==> src/rtl/data_memory_arbiter_pkg.sv <==
// Shared types and constants for the data memory arbiter.
package memory_arbiter_pkg;

    // Arbiter FSM states
    typedef enum logic [1:0] {
        ARB_IDLE   = 2'd0,
        ARB_ACCESS = 2'd1,
        ARB_RESP   = 2'd2
    } arb_state_t;

    // Requester identifiers; also used as bit positions in valid/grant vectors
    localparam logic REQ_CPU = 1'b0;
    localparam logic REQ_DBG = 1'b1;

    // Width of the access wait counter (WAIT_CYCLES is 1..15)
    localparam int WAIT_CNT_W = 4;

endpackage

==> src/rtl/data_memory_arbiter_if.sv <==
// Request/response channel between one requester and the memory arbiter.
interface data_memory_arbiter_if #(
    parameter int ADDR_W = 32,
    parameter int DATA_W = 32
);
    logic              req_valid;
    logic              req_ready;
    logic              req_write;
    logic [ADDR_W-1:0] req_addr;
    logic [DATA_W-1:0] req_wdata;
    logic              resp_valid;
    logic [DATA_W-1:0] resp_rdata;

    // Requester side
    modport master (
        output req_valid, req_write, req_addr, req_wdata,
        input  req_ready, resp_valid, resp_rdata
    );

    // Arbiter side
    modport slave (
        input  req_valid, req_write, req_addr, req_wdata,
        output req_ready, resp_valid, resp_rdata
    );
endinterface

==> src/rtl/data_memory_arbiter_picker.sv <==
// Combinational 2-way round-robin picker: a lone requester always wins,
// a tie goes to the requester named by the priority pointer.
module rr_picker_2
    import memory_arbiter_pkg::*;
(
    input  logic [1:0] valid,
    input  logic       ptr,
    output logic [1:0] grant,
    output logic       grant_id
);

    // Select the winner, then expand it into a one-hot grant
    always_comb begin
        grant_id = REQ_CPU;
        grant    = 2'b00;
        if (valid == 2'b11) begin
            grant_id = ptr;
        end else if (valid[REQ_DBG]) begin
            grant_id = REQ_DBG;
        end
        if (|valid) begin
            grant[grant_id] = 1'b1;
        end
    end

endmodule

==> src/rtl/data_memory_arbiter.sv <==
// Shares a single-port data memory between the CPU port and a debug/loader
// port. One transaction at a time: IDLE (grant) -> ACCESS (WAIT_CYCLES) -> RESP.
module data_memory_arbiter
    import memory_arbiter_pkg::*;
#(
    parameter int ADDR_W      = 32,
    parameter int DATA_W      = 32,
    parameter int WAIT_CYCLES = 1
) (
    input  logic                 clk,
    input  logic                 reset,
    data_memory_arbiter_if.slave cpu,
    data_memory_arbiter_if.slave dbg,
    output logic [ADDR_W-1:0]    mem_address,
    output logic [DATA_W-1:0]    mem_data_in,
    output logic                 mem_write_enable,
    input  logic [DATA_W-1:0]    mem_data_out
);

    localparam logic [WAIT_CNT_W-1:0] WAIT_LOAD = WAIT_CNT_W'(WAIT_CYCLES - 1);

    arb_state_t            state_reg, state_next;
    logic [WAIT_CNT_W-1:0] cnt_reg, cnt_next;
    logic                  ptr_reg, ptr_next;
    logic                  lat_id_reg, lat_id_next;
    logic                  lat_write_reg, lat_write_next;
    logic [ADDR_W-1:0]     lat_addr_reg, lat_addr_next;
    logic [DATA_W-1:0]     lat_wdata_reg, lat_wdata_next;

    logic [1:0]            pick_valid;
    logic [1:0]            grant;
    logic                  grant_id;
    logic                  last_access;
    logic [1:0]            resp_valid_vec;
    logic [DATA_W-1:0]     resp_rdata_vec [2];

    // Requests are only offered in IDLE and never while reset is held,
    // so ready is low during reset and throughout ACCESS/RESP.
    assign pick_valid = (state_reg == ARB_IDLE && reset) ?
                        {dbg.req_valid, cpu.req_valid} : 2'b00;

    rr_picker_2 u_picker (
        .valid    (pick_valid),
        .ptr      (ptr_reg),
        .grant    (grant),
        .grant_id (grant_id)
    );

    assign cpu.req_ready = grant[REQ_CPU];
    assign dbg.req_ready = grant[REQ_DBG];

    assign last_access      = (state_reg == ARB_ACCESS) && (cnt_reg == '0);
    assign mem_write_enable = last_access && lat_write_reg;
    // Address/data come from the latched request and simply hold in IDLE
    assign mem_address      = lat_addr_reg;
    assign mem_data_in      = lat_wdata_reg;

    // Per-requester read-data register and response pulse
    genvar gi;
    generate
        for (gi = 0; gi < 2; gi++) begin : g_resp
            logic [DATA_W-1:0] rdata_reg;

            // Capture read data on the last ACCESS cycle; stores return 0
            always_ff @(posedge clk or negedge reset) begin
                if (!reset) begin
                    rdata_reg <= '0;
                end else if (last_access && lat_id_reg == 1'(gi)) begin
                    rdata_reg <= lat_write_reg ? '0 : mem_data_out;
                end
            end

            assign resp_rdata_vec[gi] = rdata_reg;
            assign resp_valid_vec[gi] = (state_reg == ARB_RESP) && (lat_id_reg == 1'(gi));
        end
    endgenerate

    assign cpu.resp_valid = resp_valid_vec[REQ_CPU];
    assign cpu.resp_rdata = resp_rdata_vec[REQ_CPU];
    assign dbg.resp_valid = resp_valid_vec[REQ_DBG];
    assign dbg.resp_rdata = resp_rdata_vec[REQ_DBG];

    // State, counter, pointer and latched request registers
    always_ff @(posedge clk or negedge reset) begin
        if (!reset) begin
            state_reg     <= ARB_IDLE;
            cnt_reg       <= '0;
            ptr_reg       <= REQ_CPU;
            lat_id_reg    <= REQ_CPU;
            lat_write_reg <= 1'b0;
            lat_addr_reg  <= '0;
            lat_wdata_reg <= '0;
        end else begin
            state_reg     <= state_next;
            cnt_reg       <= cnt_next;
            ptr_reg       <= ptr_next;
            lat_id_reg    <= lat_id_next;
            lat_write_reg <= lat_write_next;
            lat_addr_reg  <= lat_addr_next;
            lat_wdata_reg <= lat_wdata_next;
        end
    end

    // Next-state logic: latch the winner, count down the access, flip priority
    always_comb begin
        state_next     = state_reg;
        cnt_next       = cnt_reg;
        ptr_next       = ptr_reg;
        lat_id_next    = lat_id_reg;
        lat_write_next = lat_write_reg;
        lat_addr_next  = lat_addr_reg;
        lat_wdata_next = lat_wdata_reg;
        case (state_reg)
            ARB_IDLE: begin
                if (|grant) begin
                    lat_id_next    = grant_id;
                    lat_write_next = (grant_id == REQ_DBG) ? dbg.req_write : cpu.req_write;
                    lat_addr_next  = (grant_id == REQ_DBG) ? dbg.req_addr  : cpu.req_addr;
                    lat_wdata_next = (grant_id == REQ_DBG) ? dbg.req_wdata : cpu.req_wdata;
                    cnt_next       = WAIT_LOAD;
                    state_next     = ARB_ACCESS;
                end
            end
            ARB_ACCESS: begin
                if (cnt_reg == '0) begin
                    state_next = ARB_RESP;
                end else begin
                    cnt_next = cnt_reg - 1'b1;
                end
            end
            ARB_RESP: begin
                ptr_next   = ~lat_id_reg;
                state_next = ARB_IDLE;
            end
            default: begin
                state_next = ARB_IDLE;
            end
        endcase
    end

endmodule

==> src/flat_wrapper.sv <==
// flat-port wrapper written by rule: the top's interface ports become plain ports
module data_memory_arbiter_flat import memory_arbiter_pkg::*;
#(
    parameter int ADDR_W      = 32,
    parameter int DATA_W      = 32,
    parameter int WAIT_CYCLES = 1
)
  (clk, reset, mem_address, mem_data_in, mem_write_enable, mem_data_out, cpu_req_valid, cpu_req_write, cpu_req_addr, cpu_req_wdata, cpu_req_ready, cpu_resp_valid, cpu_resp_rdata, dbg_req_valid, dbg_req_write, dbg_req_addr, dbg_req_wdata, dbg_req_ready, dbg_resp_valid, dbg_resp_rdata);
  data_memory_arbiter_if #(.ADDR_W(ADDR_W), .DATA_W(DATA_W)) cpu_i ();
  data_memory_arbiter_if #(.ADDR_W(ADDR_W), .DATA_W(DATA_W)) dbg_i ();
  input  logic clk;
  input  logic reset;
  output logic [ADDR_W-1:0] mem_address;
  output logic [DATA_W-1:0] mem_data_in;
  output logic mem_write_enable;
  input  logic [DATA_W-1:0] mem_data_out;
  input wire logic [$bits(cpu_i.req_valid)-1:0] cpu_req_valid;
  input wire logic [$bits(cpu_i.req_write)-1:0] cpu_req_write;
  input wire logic [$bits(cpu_i.req_addr)-1:0] cpu_req_addr;
  input wire logic [$bits(cpu_i.req_wdata)-1:0] cpu_req_wdata;
  output wire logic [$bits(cpu_i.req_ready)-1:0] cpu_req_ready;
  output wire logic [$bits(cpu_i.resp_valid)-1:0] cpu_resp_valid;
  output wire logic [$bits(cpu_i.resp_rdata)-1:0] cpu_resp_rdata;
  input wire logic [$bits(dbg_i.req_valid)-1:0] dbg_req_valid;
  input wire logic [$bits(dbg_i.req_write)-1:0] dbg_req_write;
  input wire logic [$bits(dbg_i.req_addr)-1:0] dbg_req_addr;
  input wire logic [$bits(dbg_i.req_wdata)-1:0] dbg_req_wdata;
  output wire logic [$bits(dbg_i.req_ready)-1:0] dbg_req_ready;
  output wire logic [$bits(dbg_i.resp_valid)-1:0] dbg_resp_valid;
  output wire logic [$bits(dbg_i.resp_rdata)-1:0] dbg_resp_rdata;
  assign cpu_i.req_valid = cpu_req_valid;
  assign cpu_i.req_write = cpu_req_write;
  assign cpu_i.req_addr = cpu_req_addr;
  assign cpu_i.req_wdata = cpu_req_wdata;
  assign cpu_req_ready = cpu_i.req_ready;
  assign cpu_resp_valid = cpu_i.resp_valid;
  assign cpu_resp_rdata = cpu_i.resp_rdata;
  assign dbg_i.req_valid = dbg_req_valid;
  assign dbg_i.req_write = dbg_req_write;
  assign dbg_i.req_addr = dbg_req_addr;
  assign dbg_i.req_wdata = dbg_req_wdata;
  assign dbg_req_ready = dbg_i.req_ready;
  assign dbg_resp_valid = dbg_i.resp_valid;
  assign dbg_resp_rdata = dbg_i.resp_rdata;
  data_memory_arbiter #(.ADDR_W(ADDR_W), .DATA_W(DATA_W), .WAIT_CYCLES(WAIT_CYCLES)) u_core (.clk(clk), .reset(reset), .cpu(cpu_i), .dbg(dbg_i), .mem_address(mem_address), .mem_data_in(mem_data_in), .mem_write_enable(mem_write_enable), .mem_data_out(mem_data_out));
endmodule
==> config.mk <==
export PLATFORM = sky130hd
export DESIGN_NAME = data_memory_arbiter_flat
export DESIGN_NICKNAME = d
export VERILOG_FILES = /design/src/rtl/data_memory_arbiter_pkg.sv /design/src/rtl/data_memory_arbiter_if.sv /design/src/rtl/data_memory_arbiter_picker.sv /design/src/rtl/data_memory_arbiter.sv /design/src/flat_wrapper.sv
export SDC_FILE = /design/constraint.sdc
export NUM_CORES = 1
export LEC_CHECK = 0
export CAP_MARGIN = 25
export CORE_ASPECT_RATIO = 1.75
export CORE_MARGIN = 5
export CORE_UTILIZATION = 38
export DETAILED_ROUTE_END_ITERATION = 10
export MAX_ROUTING_LAYER = met4
export PLACE_DENSITY_LB_ADDON = 0.08
export RECOVER_POWER = 100
export SLEW_MARGIN = 15
export SYNTH_ARGS = -nofsm -noshare
export SYNTH_HDL_FRONTEND = slang
export SYNTH_HIERARCHICAL = 1
export SYNTH_SLANG_ARGS = --single-unit
==> constraint.sdc <==
create_clock -name clk -period 1.81 [get_ports clk]
set_input_delay 0.181 -clock clk [delete_from_list [all_inputs] [get_ports clk]]
set_output_delay 0.181 -clock clk [all_outputs]
set_load 0.02 [all_outputs]
==> flow_summary.yaml <==
placed_design:
  placed_cells: 1021
  post-dp-hpwl_um: 14550
  io_buffers: 298
  place.gp.congestion: 0.8082
  pre_cts_slack_ns: -0.1172
synth:
  yosys.area_share.simple_pct: 5.110
  ys_top_cells_by_area: "dfrtp_1 (53%), mux2_4 (14%), mux2i_1 (11%)"
  synth_top_cell_area_share_pct: 53.44
  avgSynthCellArea_um2: 12.63
  synth_compound_area_share_pct: 11.20
  yosysWarningCount: 6
  netlist_instances: 508
  synth_fp_nets: 675
  synth_edf_count: 0
  synth_top_family_by_area: "multiplexers"
  synthMuxAreaShare_pct: 25.53
  ys.flop_type: "dfrtp_1"
  ys_seq_elements: 137
  synth-adder-area-share_pct: 0.1950
  synth_xor_area_share_pct: 0
  netlist-cell-type-count: 29
  yosysSeqAreaShare_pct: 53.44
  yosysTopAreaCell: "dfrtp_1"
  syn_area_um2: 6415
  synthArstFlopShare_pct: 100.0
hold_path:
  hold_class: "in2reg"
  hold_path_startpoint: "cpu_req_addr[8]"
timing:
  finalHoldViolCount: 0
  rsz0062_at_grt: "yes"
  setup_slack_ns: -0.1339
  timing.slew.headroom_pct: 19.01
  period_share_pct: 107.4
  finalSetupViolCount: 137
  fin_crit_ns: 1.944
  fmax_ghz: 0.5144
  clock_skew_ns: 0.009397
  final_max_slew_viol_count: 0
  worst_pin_slew_ns: 1.215
global_route:
  grt_max_degree: 116
  grt_pass1_vias: 6400
  grt_pass1_wl_um: 35250
  grt_antenna_before_repair: 0
  grt_usage_pct: 24.31
  grt.overflow.total: 0
clocking:
  insertion_delay_ns: 0.42
  cts.sinks: 137
  cts_buffers: 17
  cts.reportedPaths.clkPinSlew_ns: 0.06
  cts_tree: "done"
  cts_root_buf: "clkbuf_16"
  htree_levels: 4
  cts_buffer_depth: 2
cells_and_area:
  utilization_pct: 69.01
  final_common_cell: "clkdlybuf4s50_1"
  drive_gt1_share_pct: 30.98
  layout.nets: 1019
  area_delta_synth_final_pct: 80.61
  n_antenna_cell: 0
  multi_input_area_um2: 3194
  n_fill_cell: 1255
  layout.cells.most_common_list: "clkdlybuf4s50_1 (164), dfrtp_1 (137), dlygate4sd3_1 (129), o21ai_2 (73), mux2i_1 (62)"
  ff_latch_area_um2: 3428
  fin_cells: 1092
setup_path:
  cp_max_fo: 8
  critical_path.startpoint: "u_core/cnt_reg[0]"
  start_kind: "register"
  r2r-start: "u_core/cnt_reg[0]"
  cp.required_ns: 2.10
  path_class: "reg2reg"
  timing.critical_path.arrival_ns: 2.24
  worstSetupEndpointType: "register"
power:
  leakage_nw: 5.125
  combPwrFrac_pct: 55.0
  ir_drop_v: 0.0008032
  p_sw_mw: 7.823
  internal-power_mw: 12.60
  total_power_mw: 20.42
  sw_frac_of_total_pct: 38.31
  pwr-share-seq_pct: 26.4
  pwr_density_cell_nw_per_um2: 1763
  clockPowerShare_pct: 18.6
detailed_routing:
  detail_route.wl_per_cell_um: 21.23
  first_pass_iters: 4
  postRouteAntennaNets: 0
  viasPerCell: 5.027
  drtIter0Drc: 158
  vias: 5489
  drc: 0
  routed_wl_um: 23180
floorplanning:
  rows: 63
  die_area_um2: 19680
  initial_utilization_pct: 38.21
  fp.coreArea_um2: 16790
  die_h_um: 181.9
  io-pin-count: 299
  die_w_um: 108.2
run_status:
  violations: "negative setup slack"
  status: "finished, violations left"
run:
  max_cap_viol_count: 0
[final timing paths]
kind | end | slack (ns) | cells past startpoint
min reg2reg | u_core/mem_data_in[13] | 0.48 | 2
max | u_core/dbg.resp_rdata[10] | -0.13 | 7
min in group asynchronous | u_core/mem_address[31] | 0.77 | 3
max in group asynchronous | u_core/mem_data_in[23] | 0.27 | 3
min | u_core/mem_address[8] | 0.40 | 3
max reg2reg | u_core/dbg.resp_rdata[10] | -0.13 | 7
[power by group through the flow]
stage                     registers, mW  clock network [mW]  logic, mW
after global routing               5.58                4.01       11.8
after CTS                          5.40                3.87       11.7
after floorplan                    6.97                   0       3.36
after global placement             5.28                   0       9.32
final                              5.40                3.80       11.2
after detailed placement           5.34                   0       9.46
[per-layer routing]
metal  global-route usage [%]  vias up  share of wire, %
met5                        -        -                 0
met2                    45.29      208                57
met3                    4.696       47               4.7
li1                         -     2507                 -
met4                    10.21        0               3.4
met1                    24.04     2727                34
[metrics by stage]
step                area (µm²)  TNS, ns  hold WS [ns]
floorplan                 6476  -0.4179       -0.1146
global placement          9794  -0.3990        0.2169
detailed placement        9794   -4.671        0.2219
CTS                      11560   -11.84        0.3744
global route             11590   -18.53        0.4061
finish                   11590   -8.436        0.4015
[repair_timing]
action | CTS | global route
endpoints found under the setup margin | 136 | 140
cloned | 21 | 2
setup buffers | 20 | 3
hold buffers | 1 | 0
gates resized for setup | 247 | 45
hold endpoints to repair | 137 | 0
pin swaps | 37 | 27
[cells in the mapped netlist, types with 3 or more instances]
cell / number
mux2_2: 5
clkbuf_1: 25
inv_1: 5
o21ai_0: 133
mux2i_1: 68
dfrtp_1: 137
buf_2: 7
nor2_1: 4
buf_12: 6
nor2b_1: 32
mux2_4: 60
o21ai_1: 3
[logic make-up (layout without fill, tap and decap cells)]
| group | Yosys count | count (layout) |
|---|---|---|
| AO/OA/AOI/OAI | 141 | 141 |
| multiplexers | 133 | 133 |
| flip-flops | 137 | 137 |
| AND/OR/NAND/NOR | 51 | 52 |
| buffers and inverters | 45 | 401 |
| adder cells (fa/ha/maj) | 1 | 1 |
[worst max-delay path, cell delays in order (launching register included)]
cell	delay (ns)
dfrtp_1	0.38
inv_2	0.08
ha_4	0.15
nand2b_4	0.06
or4_4	0.55
buf_12	0.17
buf_16	0.14
mux2_4	0.29
[final cells by class]
| type | count | area share (%) |
|---|---|---|
| clock buffers | 22 | 4.179 |
| multi-input cells | 327 | 27.57 |
| repair buffers | 364 | 34.62 |
| flip-flops and latches | 137 | 29.59 |
| well taps | 227 | 2.451 |
| clock inverters | 10 | 1.425 |
| inverters | 5 | 0.1620 |
Note: power is estimated with default switching activity, not from simulation.
